File: config.mk
export PLATFORM = sky130hd
export DESIGN_NAME = keypad_emulator
export DESIGN_NICKNAME = d
export VERILOG_FILES = /design/src/rtl/keypad_emulator.sv
export SDC_FILE = /design/constraint.sdc
export NUM_CORES = 1
export LEC_CHECK = 0
export BUFFER_PORTS_ARGS = -buffer_cell sky130_fd_sc_hd__clkbuf_2
export CORE_MARGIN = 3
export CORE_UTILIZATION = 58
export CTS_CLUSTER_SIZE = 28
export DETAILED_ROUTE_END_ITERATION = 12
export GPL_ROUTABILITY_DRIVEN = 1
export GPL_TIMING_DRIVEN = 1
export PLACE_DENSITY = 0.79
export SYNTH_ARGS = -nofsm -noshare
export SYNTH_HDL_FRONTEND = slang
export SYNTH_SLANG_ARGS = --single-unit
File: constraint.sdc
create_clock -name clk -period 2.35 [get_ports clk]
set_clock_uncertainty 0.05 [all_clocks]
set_input_delay 0.1175 -clock clk [delete_from_list [all_inputs] [get_ports clk]]
set_output_delay 0.1175 -clock clk [all_outputs]
set_load 0.02 [all_outputs]
File: src/rtl/keypad_emulator.sv
// keypad_emulator: responder side of a 4x4 active-low row/column keypad.
// Plays out one key press as bounce-in, hold, bounce-out and release phases.
module keypad_emulator #(
  parameter int HOLD_CYCLES    = 5400000,
  parameter int RELEASE_CYCLES = 2700000,
  parameter int BOUNCE_PERIOD  = 27000,
  parameter int BOUNCE_TOGGLES = 4
) (
  input  logic       clk,
  input  logic       rst,
  input  logic [3:0] columna_i,
  input  logic [3:0] key_code_i,
  input  logic       press_valid_i,
  output logic       press_ready_o,
  output logic [3:0] key_in_o,
  output logic       busy_o,
  output logic       done_o,
  output logic [2:0] dbg_state
);

  localparam int PHASE_MAX_HR = (HOLD_CYCLES > RELEASE_CYCLES) ? HOLD_CYCLES : RELEASE_CYCLES;
  localparam int PHASE_MAX    = (PHASE_MAX_HR > BOUNCE_PERIOD) ? PHASE_MAX_HR : BOUNCE_PERIOD;
  localparam int PHASE_W      = $clog2(PHASE_MAX + 1);
  localparam int TOG_W        = (BOUNCE_TOGGLES > 0) ? $clog2(BOUNCE_TOGGLES + 1) : 1;
  localparam bit NO_BOUNCE    = (BOUNCE_TOGGLES == 0);

  localparam logic [PHASE_W-1:0] HOLD_LAST    = PHASE_W'(HOLD_CYCLES - 1);
  localparam logic [PHASE_W-1:0] RELEASE_LAST = PHASE_W'(RELEASE_CYCLES - 1);
  localparam logic [PHASE_W-1:0] PERIOD_LAST  = PHASE_W'(BOUNCE_PERIOD - 1);
  localparam logic [TOG_W-1:0]   TOG_LAST     = TOG_W'((BOUNCE_TOGGLES > 0) ? BOUNCE_TOGGLES - 1 : 0);

  typedef enum logic [2:0] {
    S_IDLE       = 3'd0,
    S_BOUNCE_IN  = 3'd1,
    S_HOLD       = 3'd2,
    S_BOUNCE_OUT = 3'd3,
    S_RELEASE    = 3'd4
  } state_t;

  state_t             state;
  state_t             state_next;
  logic [PHASE_W-1:0] phase_cnt;
  logic [TOG_W-1:0]   toggle_cnt;
  logic [1:0]         row;
  logic [1:0]         col;
  logic               accept;
  logic               contact_closed;
  logic               period_end;
  logic               toggle_last;

  // Handshake: a request transfers on the rising edge where press_valid_i and
  // press_ready_o are both 1; ready is high only in IDLE, and a request seen
  // while not ready is dropped rather than held for later.
  assign accept      = press_valid_i & press_ready_o;
  assign period_end  = (phase_cnt == PERIOD_LAST);
  assign toggle_last = (toggle_cnt == TOG_LAST);
  assign dbg_state   = state;

  // State register
  always_ff @(posedge clk) begin
    if (rst) begin
      state <= S_IDLE;
    end else begin
      state <= state_next;
    end
  end

  // Next-state logic
  always_comb begin
    state_next = state;
    case (state)
      S_IDLE: begin
        if (accept) begin
          state_next = NO_BOUNCE ? S_HOLD : S_BOUNCE_IN;
        end
      end
      S_BOUNCE_IN: begin
        if (period_end && toggle_last) begin
          state_next = S_HOLD;
        end
      end
      S_HOLD: begin
        if (phase_cnt == HOLD_LAST) begin
          state_next = NO_BOUNCE ? S_RELEASE : S_BOUNCE_OUT;
        end
      end
      S_BOUNCE_OUT: begin
        if (period_end && toggle_last) begin
          state_next = S_RELEASE;
        end
      end
      S_RELEASE: begin
        if (phase_cnt == RELEASE_LAST) begin
          state_next = S_IDLE;
        end
      end
      default: state_next = S_IDLE;
    endcase
  end

  // Output logic; bounce phases alternate the contact once per toggle count.
  always_comb begin
    press_ready_o  = (state == S_IDLE);
    busy_o         = (state != S_IDLE);
    contact_closed = 1'b0;
    case (state)
      S_BOUNCE_IN:  contact_closed = ~toggle_cnt[0];
      S_HOLD:       contact_closed = 1'b1;
      S_BOUNCE_OUT: contact_closed = toggle_cnt[0];
      default:      contact_closed = 1'b0;
    endcase
  end

  // Phase and toggle counters restart at every state change.
  always_ff @(posedge clk) begin
    if (rst || (state_next != state)) begin
      phase_cnt  <= '0;
      toggle_cnt <= '0;
    end else if ((state == S_BOUNCE_IN) || (state == S_BOUNCE_OUT)) begin
      if (period_end) begin
        phase_cnt  <= '0;
        toggle_cnt <= toggle_cnt + 1'b1;
      end else begin
        phase_cnt <= phase_cnt + 1'b1;
      end
    end else if ((state == S_HOLD) || (state == S_RELEASE)) begin
      phase_cnt <= phase_cnt + 1'b1;
    end
  end

  always_ff @(posedge clk) begin
    if (rst) begin
      row <= 2'd0;
      col <= 2'd0;
    end else if (accept) begin
      row <= key_code_i[3:2];
      col <= key_code_i[1:0];
    end
  end

  // Only the latched column matters, so a multi-column scan still drives one row.
  always_ff @(posedge clk) begin
    if (rst) begin
      key_in_o <= 4'b1111;
      done_o   <= 1'b0;
    end else begin
      key_in_o <= (contact_closed && !columna_i[col]) ? ~(4'b0001 << row) : 4'b1111;
      done_o   <= (state == S_RELEASE) && (state_next == S_IDLE);
    end
  end

endmodule

==> metrics.md, run 1 <==
| Metric | Value |
|---|---|
| Status | `completed` |
| Sequential-to-total area share from yosys stat | `39.0%` |
| Largest net degree at the start of global routing | `16` |
| Unrepaired setup endpoints after global routing | `false` |
| Grt met1 use | `around 28%` |
| Area post-placement | `2110 µm²` |
| Final Cell Area | `2210 µm²` |
| Cell accounting for the most synthesized area | `dfxtp_1` |
| CTS tree | `built` |
| Crit path largest cell delay | `0.56 ns` |
| Min-Delay Path Class | `in -> reg` |
| Synthesized Nets | `228` |
| Worst setup SP type | `register` |
| Setup Buffers After CTS | `0` |
| Synthesis Warnings | `0` |
| # clock sinks | `38` |
| Worst path bufs/invs | `1` |
| Ys async rst share | `0%` |
| WP data required | `2.54 ns` |
| GRT Max-Usage Layer | `met2` |
| Final number of max-transition violations | `0` |
| Period minus WS final | `around 2.2 ns` |
| Initial antenna violation count | `0` |
| Clock Latency Late Sink | `around 0.35 ns` |
| Most frequent cell after synthesis | `dfxtp_1` |
| Final setup vio count | `0` |
| GR Util All Layers | `22.3%` |
| Worst-Margin Slew | `0.484 ns` |
| Post-synthesis cell area | `1950 µm²` |
| Initial drt markers | `98` |
| First-pass GRT wire length | `7.18 mm` |
| Area of the die | `4090 µm²` |
| Via density | `5.76` |
| Max Buffers Root-to-Sink | `2` |
| Yosys cell types | `48` |
| WS Path Type | `reg -> reg` |
| Number of global-route vias before repair | `1611` |
| Share of layout cells above drive strength 1 | `a little under a quarter` |
| Max Clk Rate | `450 MHz` |
| I/O Pins | `21` |
| Max-Cap Viols | `0` |
| CP max-delay cell | `or4b_4` |
| Placer Congestion | `0.827` |
| Post-synth top cells | `dfxtp_1, nand2_1, nor2_1, xnor2_1, nor3_1` |
| Final antenna-violating net count | `0` |
| Mean Syn Cell Area | `9.11 µm²` |
| Setup TNS | `0 ns` |
| Row count | `20` |
| Top delay family on crit path | `simple AND/OR/NAND/NOR gates` |
| Leak | `0.748 nW` |
| # nets final | `between 200 and 300` |
| Endpoints failing hold | `0` |
| Die boundary height | `around 64 µm` |
| Met3 Usage GRT | `5.62%` |
| CP Max Fanout | `15` |
| Post-synth EDFFs | `0` |
| Total gr overflow | `0` |
| Starting Density | `62.3%` |
| Synth area leaders | `dfxtp_1, xnor2_1, nand2_1, nor2_1, nor3_1` |
| Inserted Diodes | `0` |
| Vias | `1671` |
| Worst Setup End Kind | `register` |
| Die X | `64.0 µm` |
| DRC Markers | `0` |
| Area Growth Syn to Fin | `13.4%` |
| Cell count after synthesis | `214` |
| Crit-path cells | `or4b_4, nor4_4, a41oi_1, o211ai_4, buf_4, nor3_1` |
| First-pass iteration count of the detailed router | `4` |
| PD cells | `505 nW/µm²` |
| Relative slew margins | `slightly below 70%` |
| Post-synth top flop | `dfxtp_1` |
| CTS clk-pin slew, worst paths | `0.12 ns` |
| Final Cycle Share | `94.5%` |
| Worst vdd ir | `0.000343 V` |
| Routed WL | `about 4.2 mm` |
| Arrival @ worst endpoint | `2.41 ns` |
| Core Area | `3130 µm²` |
| Wire length per cell | `14.6 µm` |
| Count of state elements after synthesis | `38` |
| Top-area cell type share of the netlist area | `39.0%` |
| Num CTS Buffers | `5` |
| Post-DP HPWL | `3.02 mm` |
| Root Driver | `clkbuf_4` |
| CTS H-tree lvls | `2` |
| PortBufs | `20` |
| Met2 Track Usage GR | `35.7%` |
[sequential cells by signal (all words and copies together), names as in the netlist]
register / flops
key_in_o: 4
done_o: 1
row: 2
dbg_state: 3
col: 2
phase_cnt: 23
toggle_cnt: 3
[through the flow]
step	instances	setup slack [ns]	hold slack [ns]	util [%]	power, mW
finish	290	0.129	0.00796	70.6	1.12
global route	290	0.0226	0.0166	70.6	1.15
floorplan	214	0.130	0.215	-	0.738
CTS	290	0.117	0.00599	70.6	1.12
detailed placement	278	0.143	0.315	67.3	0.761
global placement	278	0.190	0.303	67.3	0.759
[report_power, final]
group	switching, mW	leakage, nW	internal (mW)
registers	0.00915	0.307	0.652
clock network	0.221	0.0343	0.144
logic	0.0533	0.406	0.0373
total	0.283	0.748	0.833
[worst reg2reg max path: stages (launching register included)]
cell	delay, ns
dfxtp_1	0.38
or4b_4	0.56
nor4_4	0.33
a41oi_1	0.23
o211ai_4	0.21
buf_4	0.26
nor3_1	0.09
[layout by cell type (no fill, tap or decap), drive strengths merged, types with 2 or more instances in the layout]
master and count:
nor2b 3, or4b 2, nand2b 2, or3b 2, xnor2 18, nor4b 2, a21oi 7, nor3 22
dfxtp 38, or3 3, nand3 11, nand4b 3, nand4 9, and3 3, nor4 6, clkbuf 26
and4 4, nand2 21, buf 9, xor2 6, nor2 20, inv 5, dlygate4sd3 4, nand3b 2
ha 3
[logic make-up (layout without fill, tap and decap cells)]
logic type,Yosys count,after routing,synth area share (%)
AND/OR/NAND/NOR,118,118,35.9
multiplexers,2,2,1.67
buffers and inverters,14,46,4.36
adder cells (fa/ha/maj),3,3,1.93
XOR/XNOR,24,24,10.8
flip-flops,38,38,39.0
AO/OA/AOI/OAI,15,15,6.35
[per-layer routing]
metal | vias up | share of wire (%)
met1 | 791 | 45
li1 | 821 | -
met4 | 0 | 1.9
met3 | 10 | 5.8
met2 | 49 | 47
met5 | - | 0
[area by class of cell]
class / count / area, µm²
Tap cell: 44 / 55.1
Inverter: 5 / 18.8
Fill cell: 259 / 918
Clock inverter: 2 / 12.5
Multi-Input combinational cell: 162 / 1100
Timing Repair Buffer: 33 / 208
Sequential cell: 38 / 761
Clock buffer: 6 / 51.3
[final timing paths]
check | from | endpoint | slack, ns | depth (start not counted)
max reg2reg | phase_cnt[17]$_SDFFE_PP0P_ | phase_cnt[6]$_SDFFE_PP0P_ | 0.13 | 6
min | rst | row[0]$_SDFFE_PP0P_ | 0.008 | 2
min reg2reg | row[1]$_SDFFE_PP0P_ | key_in_o[2]$_SDFF_PP1_ | 0.38 | 1
max | phase_cnt[17]$_SDFFE_PP0P_ | phase_cnt[6]$_SDFFE_PP0P_ | 0.13 | 6
[repair_timing]
| action | 4_1_cts | 5_1_grt |
|---|---|---|
| hold buffers | 4 | 0 |
| endpoints found under the hold margin | 4 | 0 |
| gates resized for setup | 0 | 0 |
Power figures use the tool's default switching activity.
==> run 2, diff against run 1 <==
- CORE_UTILIZATION: 58 -> 60
- CTS_BUF_LIST: not set -> sky130_fd_sc_hd__clkbuf_4 sky130_fd_sc_hd__clkbuf_8
- GPL_TIMING_DRIVEN: 1 -> 0
- PLACE_DENSITY: 0.79 -> 0.81
==> run 2 against run 1 <==
  * Global-route usage increased by 0.53 points
  * Wire length is 0.80% lower
  * Clock power up 1%
  * Power rose by 1.3%
  * Register-to-register slack about the same
  * Utilization increased by 2.2 points
  * Worst hold slack better by 0.028 ns
  * Sequential cell count unchanged
  * Critical path depth stayed put
  * Count of clock-buffer cells in the layout up 1
  * Sequential power about the same
  * Design area increased by 1.5%
==> metrics.md, run 2 (synthesis gave the netlist of run 1 again) <==
| Metric | Value |
|---|---|
| Status | `completed` |
| First-pass iteration count of the detailed router | `4 (unchanged)` |
| Core Area | `3080 µm² (-1.6%)` |
| Total gr overflow | `0 (unchanged)` |
| Arrival @ worst endpoint | `2.42 ns (about the same)` |
| CP max-delay cell | `or4bb_1` |
| Relative slew margins | `68.2% (+0.73 points)` |
| Root Driver | `clkbuf_4` |
| Largest net degree at the start of global routing | `12 (-4)` |
| Leak | `0.759 nW (+1.6%)` |
| Top reg by flops | `phase_cnt` |
| WP data required | `2.55 ns (about the same)` |
| Worst Setup End Kind | `register` |
| Crit path largest cell delay | `0.59 ns (+0.03 ns)` |
| Clock Latency Late Sink | `0.35 ns (about the same)` |
| Die X | `63 µm (-1.5%)` |
| Crit-path cells | `or4bb_1, nor3_4, a41oi_1, o211ai_4, buf_6, nor2_1` |
| Hold Startpoint | `press_valid_i` |
| Vias | `1665 (-0.36%)` |
| Routed WL | `4.19 mm (-0.80%)` |
| CTS clk-pin slew, worst paths | `0.11 ns (about the same)` |
| Final Cycle Share | `94.7% (+0.18 points)` |
| Share of layout cells above drive strength 1 | `24.7% (+1.5 points)` |
| Worst vdd ir | `0.000418 V (+22%)` |
| Worst setup SP type | `register` |
| Number of global-route vias before repair | `1536 (-4.7%)` |
| CTS H-tree lvls | `2 (unchanged)` |
| GR Util All Layers | `22.9% (+0.53 points)` |
| Max Buffers Root-to-Sink | `2 (unchanged)` |
| Placer Congestion | `0.903 (+9.2%)` |
| Initial antenna violation count | `0 (unchanged)` |
| PD cells | `504 nW/µm² (-0.25%)` |
| Starting Density | `63.3% (+1.0 points)` |
| Num CTS Buffers | `5 (unchanged)` |
| Via density | `5.72 (-0.70%)` |
| First-pass GRT wire length | `7.21 mm (+0.39%)` |
| Unrepaired setup endpoints after global routing | `false` |
| Wire length per cell | `14.4 µm (-1.1%)` |
| Setup TNS | `0 ns (unchanged)` |
| Most common cell after layout, fill and taps aside | `dfxtp_1` |
| CTS tree | `built` |
| Final setup vio count | `0 (unchanged)` |
| Max Clk Rate | `449 MHz (-0.19%)` |
| PortBufs | `19 (-5.0%)` |
| Final number of max-transition violations | `0 (unchanged)` |
| WS Path Type | `reg -> reg` |
| Inserted Diodes | `0 (unchanged)` |
| Die boundary height | `63 µm (-1.5%)` |
| # clock sinks | `38 (unchanged)` |
| # nets final | `260 (+0.39%)` |
| Max-Cap Viols | `0 (unchanged)` |
| Post-DP HPWL | `2.97 mm (-1.4%)` |
| Initial drt markers | `109 (+11%)` |
| Row count | `20 (unchanged)` |
| Reg2reg start | `phase_cnt[13]$_SDFFE_PP0P_` |
| CP Launch Point | `phase_cnt[13]$_SDFFE_PP0P_` |
| Largest register FFs | `23 (unchanged)` |
| I/O Pins | `21 (unchanged)` |
| Most frequent cells in the layout | `dfxtp_1, nand2_1, nor2_1` |
| Post-layout worst setup margin | `0.124 ns (-0.00421 ns)` |
| Pre-CTS WS | `0.0283 ns (-0.114 ns)` |
| Area of the die | `3970 µm² (-3.0%)` |
| Fill cell instance count of the final layout | `244 (-5.8%)` |
| Endpoints failing hold | `0 (unchanged)` |
| DRC Markers | `0 (unchanged)` |
| Biggest regs | `phase_cnt: 23 flops, key_in_o: 4 flops` |
| Worst-Margin Slew | `0.473 ns (-0.0109 ns)` |
| Area Growth Syn to Fin | `15.1%` |
| Min-Delay Path Class | `in -> reg` |
| CP Max Fanout | `10 (-5)` |
| Final antenna-violating net count | `0 (unchanged)` |
| Period minus WS final | `2.23 ns (+0.00422 ns)` |
[run 2: cell count changes in the layout (fill, tap and decap cells not counted), moves of 2 or more]
cell      previous run  this run
nor3_1              15        13
buf_2                0         4
dfxtp_2              0         2
dfxtp_1             38        36
buf_4                9         3
clkbuf_1             0         2
[run 2: cell type report]
cell class / count / area, µm² / area share (%)
Inverter: 5 / 18.8 / 0.837
Clock inverter: 1 / 5.00 / 0.223
Timing Repair Buffer: 25 / 150 / 6.69
Buffer: 9 / 66.3 / 2.96
Multi-Input combinational cell: 162 / 1130 / 50.2
Clock buffer: 7 / 58.8 / 2.62
Tap cell: 44 / 55.1 / 2.45
Sequential cell: 38 / 763 / 34.0
[run 2: timing repair]
item                                    4_1_cts  5_1_grt
hold buffers                                  4        0
endpoints found under the setup margin        3       23
pin swaps                                     0        2
setup buffers                                 0        2
gates resized for setup                       1        5
hold endpoints to repair                      4        0
[run 2: metrics by stage]
step                total power [mW]  util [%]  cell area, µm²  instances  hold WS [ns]
CTS                             1.13      71.7            2210        289        0.0256
finish                          1.13      72.9            2240        291        0.0358
detailed placement             0.767      68.2            2100        277         0.310
global placement               0.765      68.2            2100        277         0.307
floorplan                      0.738         -            1950        214         0.215
global route                    1.18      72.9            2240        291        0.0653
[run 2: path summary, 6_finish.rpt]
kind	slack [ns]	endpoint	depth (start not counted)
worst max-delay path	0.12	phase_cnt[18]$_SDFFE_PP0P_	6
worst max register to register	0.12	phase_cnt[18]$_SDFFE_PP0P_	6
worst min register to register	0.38	key_in_o[2]$_SDFF_PP1_	1
worst min-delay path	0.04	col[1]$_SDFFE_PP0P_	3
[run 2: worst max-delay path, delay by kind of cell (launching register included)]
kind                   cells  cell delay, ns
and+or+nand+nor            3            0.92
AOI/OAI and AO/OA          2            0.55
DFF                        1            0.42
buffers and inverters      1            0.20
[run 2: power breakdown]
group | leakage [nW] | internal (mW) | switching [mW]
registers | 0.308 | 0.652 | 0.00585
logic | 0.412 | 0.0442 | 0.0603
clock network | 0.0387 | 0.157 | 0.212
[run 2: routing by layer]
layer / vias up / GRT usage, % / part of all wire [%]
li1: 827 / - / -
met1: 777 / 31.0 / 46
met2: 50 / 35.0 / 46
met3: 11 / 4.86 / 5.8
met4: 0 / 9.64 / 2.1
met5: - / 0 / 0
